File: config.mk
export PLATFORM = sky130hd
export DESIGN_NAME = reg_bank
export DESIGN_NICKNAME = d
export VERILOG_FILES = /design/src/rtl/reg_bank.sv
export SDC_FILE = /design/constraint.sdc
export NUM_CORES = 2
export LEC_CHECK = 0
export CAP_MARGIN = 20
export CORE_MARGIN = 4
export CORE_UTILIZATION = 40
export CTS_BUF_LIST = sky130_fd_sc_hd__clkbuf_4 sky130_fd_sc_hd__clkbuf_8 sky130_fd_sc_hd__clkbuf_16
export DETAILED_ROUTE_END_ITERATION = 12
export GPL_TIMING_DRIVEN = 0
export SETUP_SLACK_MARGIN = 0.02
export SLEW_MARGIN = 0
export SYNTH_ARGS = -nofsm -noshare
export SYNTH_HDL_FRONTEND = slang
export SYNTH_SLANG_ARGS = --single-unit
export TNS_END_PERCENT = 5
File: constraint.sdc
create_clock -name clk -period 2.55 [get_ports clk]
set_input_delay 0.255 -clock clk [delete_from_list [all_inputs] [get_ports clk]]
set_output_delay 0.255 -clock clk [all_outputs]
set_load 0.05 [all_outputs]
File: src/rtl/reg_bank.sv
// reg_bank: 32x32 MIPS register file with two combinational read ports,
// optional same-cycle write forwarding, and registered A/B operand latches.
module reg_bank #(
    parameter int                 DATA_W   = 32,
    parameter logic [DATA_W-1:0]  SP_RESET = DATA_W'(227),
    parameter bit                 BYPASS   = 1'b1
) (
    input  logic              clk,
    input  logic              reset_n,
    input  logic              reg_write,
    input  logic [4:0]        write_reg,
    input  logic [DATA_W-1:0] write_data,
    input  logic [4:0]        read_reg1,
    input  logic [4:0]        read_reg2,
    input  logic              load_ab,
    output logic [DATA_W-1:0] read_data1,
    output logic [DATA_W-1:0] read_data2,
    output logic [DATA_W-1:0] a_out,
    output logic [DATA_W-1:0] b_out
);
    logic [DATA_W-1:0] r_regs [32];
    logic              w_we;
    logic              w_byp1;
    logic              w_byp2;

    assign w_we   = reg_write && (write_reg != 5'd0);
    assign w_byp1 = BYPASS && w_we && (write_reg == read_reg1);
    assign w_byp2 = BYPASS && w_we && (write_reg == read_reg2);

    always_comb begin
        read_data1 = (read_reg1 == 5'd0) ? '0 : w_byp1 ? write_data : r_regs[read_reg1];
        read_data2 = (read_reg2 == 5'd0) ? '0 : w_byp2 ? write_data : r_regs[read_reg2];
    end

    // $0 is never written, so it stays at its reset value of zero
    always_ff @(posedge clk or negedge reset_n) begin
        if (!reset_n) begin
            for (int i = 0; i < 32; i++)
                r_regs[i] <= (i == 29) ? SP_RESET : '0;
        end else if (w_we) begin
            r_regs[write_reg] <= write_data;
        end
    end

    always_ff @(posedge clk or negedge reset_n) begin
        if (!reset_n) begin
            a_out <= '0;
            b_out <= '0;
        end else if (load_ab) begin
            a_out <= read_data1;
            b_out <= read_data2;
        end
    end
endmodule

==> impl_metrics.env <==
export IMPL_start_util=0.404
export IMPL_layout_commonest_cell="dfrtp_1"
export IMPL_dominantRegCellSynth="dfrtp_1"
export IMPL_r2r_end="b_out[20]$_DFFE_PN0P_"
export IMPL_synthAdderAreaFrac=0
export IMPL_cts_sinks=1088
export IMPL_synth_xor_xnor_area_share=0.00152
export IMPL_cts_buffers=130
export IMPL_synth_nets=3798
export IMPL_synth_compound_area_frac=0.0246
export IMPL_wirelength_mm=270
export IMPL_dieArea_sq_um=150000
export IMPL_min_period_ns=3.38
export IMPL_finalNonFillerCells=6166
export IMPL_synthSimpleGateAreaFrac=0.0207
export IMPL_post_route_util=0.500
export IMPL_seqCellArea_sq_um=27200
export IMPL_die_y_um=387
export IMPL_endpoint_kind="output port"
export IMPL_cts_tree="built"
export IMPL_io_pins=179
export IMPL_antenna_found_initial=19
export IMPL_portBuffers=166
export IMPL_syn_cell_area_sq_um=57500
export IMPL_grtUsageTotal=0.356
export IMPL_p_leak_nw=30.0
export IMPL_max_vdd_ir_drop_v=0.000727
export IMPL_whs_ns=-0.600
export IMPL_r2r_cells=6
export IMPL_period_share=1.32
export IMPL_grt_pass1_vias=41797
export IMPL_path_max_fanout=3
export IMPL_power_density_nw_per_um2=834
export IMPL_synthArstFlopShare=1.00
export IMPL_wl_per_cell_um=43.7
export IMPL_root_buffer="clkbuf_16"
export IMPL_worst_pin_slew_ns=1.26
export IMPL_synth_mux_area_frac=0.447
export IMPL_num_vias=42068
export IMPL_fmax_mhz=296
export IMPL_fin_ws_ns=-0.828
export IMPL_syn2layout_area_growth_pct=23.6
export IMPL_drive_above_1_share=0.574
export IMPL_crit_type="flop to output port"
export IMPL_final_cell_mix="dfrtp_1 (1083), mux2_2 (1050), mux4_2 (550), clkbuf_1 (174), clkbuf_16 (138)"
export IMPL_finalClockSkew_ns=0.0192
export IMPL_htreeDepth=4
export IMPL_core_area_sq_um=142000
export IMPL_postSynthCellCount=3747
export IMPL_dp_cells=5871
export IMPL_rrSetupSlack_ns=0
export IMPL_cp_arrival_ns=3.12
export IMPL_insertion_delay_ns=0.78
export IMPL_setup_tns_ns=-67.96
export IMPL_nNetsFinal=4222
export IMPL_placed_area_sq_um=63500
export IMPL_synth_top_family_by_area="multiplexers"
export IMPL_outcome="finished with violations"
export IMPL_gp_congestion=1.00
export IMPL_viasPerCell=6.82
export IMPL_synth_warnings=0
export IMPL_hold_viol=137
export IMPL_synth_edf_count=0
export IMPL_setup_viol=315
export IMPL_cts_buffer_depth=3
export IMPL_multi_input_area_sq_um=30300
export IMPL_post_route_drc_count=0
export IMPL_violations="negative hold slack, negative setup slack"
export IMPL_hpwl_mm=187
export IMPL_first_pass_iters=6
export IMPL_maxCapViolations=0
export IMPL_cts_hold_buf=1
export IMPL_syn_avg_cell_area_sq_um=15.4
export IMPL_total_power_mw=59.3
export IMPL_r2r_start="r_regs[916]$_DFFE_PN0P_"
export IMPL_slew_headroom=0.162
export IMPL_yosysUniqueCellTypes=53
export IMPL_preCtsSetupSlack_ns=-3.46
export IMPL_hold_path_class="input pin to async pin"
export IMPL_ant_nets=0
export IMPL_overflow=0
export IMPL_grt_first_pass_wirelength_mm=365
export IMPL_clk_pin_slew_ns=0.05
export IMPL_fp_dieW_um=387
export IMPL_rsz0062_at_grt="true"
export IMPL_fillCellCount=12144
export IMPL_setup_worst_path_start_class="flop"
export IMPL_drt_iter0_drc=6010
export IMPL_synth_seq_cells=1088
export IMPL_grt_max_degree=167
export IMPL_rows=138
export IMPL_finalMaxSlewViolations=0
export IMPL_yosysSeqAreaShare=0.473
export IMPL_crit_required_ns=2.30
export IMPL_final_area_sq_um=71100
-- metal layers --
layer  vias to the layer above  wire length (um)  GRT usage
met2                      3173            110000      0.483
met3                       768             37300      0.147
li1                      15360                 -          -
met4                         8             20300      0.221
met1                     22759            102000      0.469
met5                         -                57    0.00797
-- area by class of cell --
type	instances	share of cell area
Multi-Input combinational cell	2218	0.426
Sequential cell	1088	0.383
Clock buffer	195	0.0564
Timing Repair Buffer	295	0.0494
Buffer	417	0.0456
Tap cell	1890	0.0332
Clock inverter	32	0.00471
Inverter	21	0.00121
Antenna cell	10	0.000352
-- registers in the layout, summed over array words and instances, names as in the netlist --
signal	cells
a_out	32
b_out	32
r_regs	1024
-- worst max-delay path, cell delays in order, from the launching register on --
cell,delay [ns]
dfrtp_1,0.40
mux4_2,0.50
mux2i_2,0.24
o22ai_2,0.14
nor4b_4,0.66
a21oi_2,0.19
buf_6,0.20
-- how the worst max path moves through the flow --
stage,startpoint,end,slack (ns),cells after the start
after floorplan,read_reg2[2],read_data2[14],-0.04,9
after global placement,reset_n,r_regs[1011]$_DFFE_PN0P_,-50.03,1
after detailed placement,read_reg1[2],read_data1[17],-3.46,11
after CTS,r_regs[271]$_DFFE_PN0P_,read_data2[15],-0.75,5
after global routing,r_regs[148]$_DFFE_PN0P_,read_data2[20],-0.81,6
final,r_regs[916]$_DFFE_PN0P_,read_data2[20],-0.83,6
-- repair_timing --
item,4_1_cts,5_1_grt
endpoints found under the setup margin,584,419
pin swaps,78,34
endpoints found under the hold margin,141,135
gates resized for setup,935,163
buffers inserted,49,11
-- cells by family after synthesis --
kind of cell,Yosys count
AOI/OAI and AO/OA,219
DFF,1088
muxes,1751
xor gates and xnor gates,10
and+or+nand+nor,238
buffers and inverters,441
-- synth_stat cells, types with 19 or more instances --
library cell / count / area (sq um)
buf_1: 69 / 259
buf_4: 24 / 180
nand2_1: 62 / 233
o21ai_0: 54 / 270
mux2_2: 1055 / 11900
mux2i_1: 146 / 1460
nor2_1: 49 / 184
nor2b_1: 28 / 175
dfrtp_1: 1083 / 27100
mux4_2: 550 / 12400
clkbuf_1: 246 / 923
inv_1: 19 / 71.3
nor3_1: 27 / 135
o22ai_1: 33 / 206
buf_2: 74 / 370
a21oi_1: 53 / 265
-- report_power, final --
group	leakage [nW]	internal, mW	total [mW]	switching (mW)
registers	13.9	20.7	23.2	2.54
logic	13.8	8.25	16.8	8.51
clock network	2.20	11.5	19.3	7.89
total	30.0	40.4	59.3	18.9
Power figures use the tool's default switching activity.
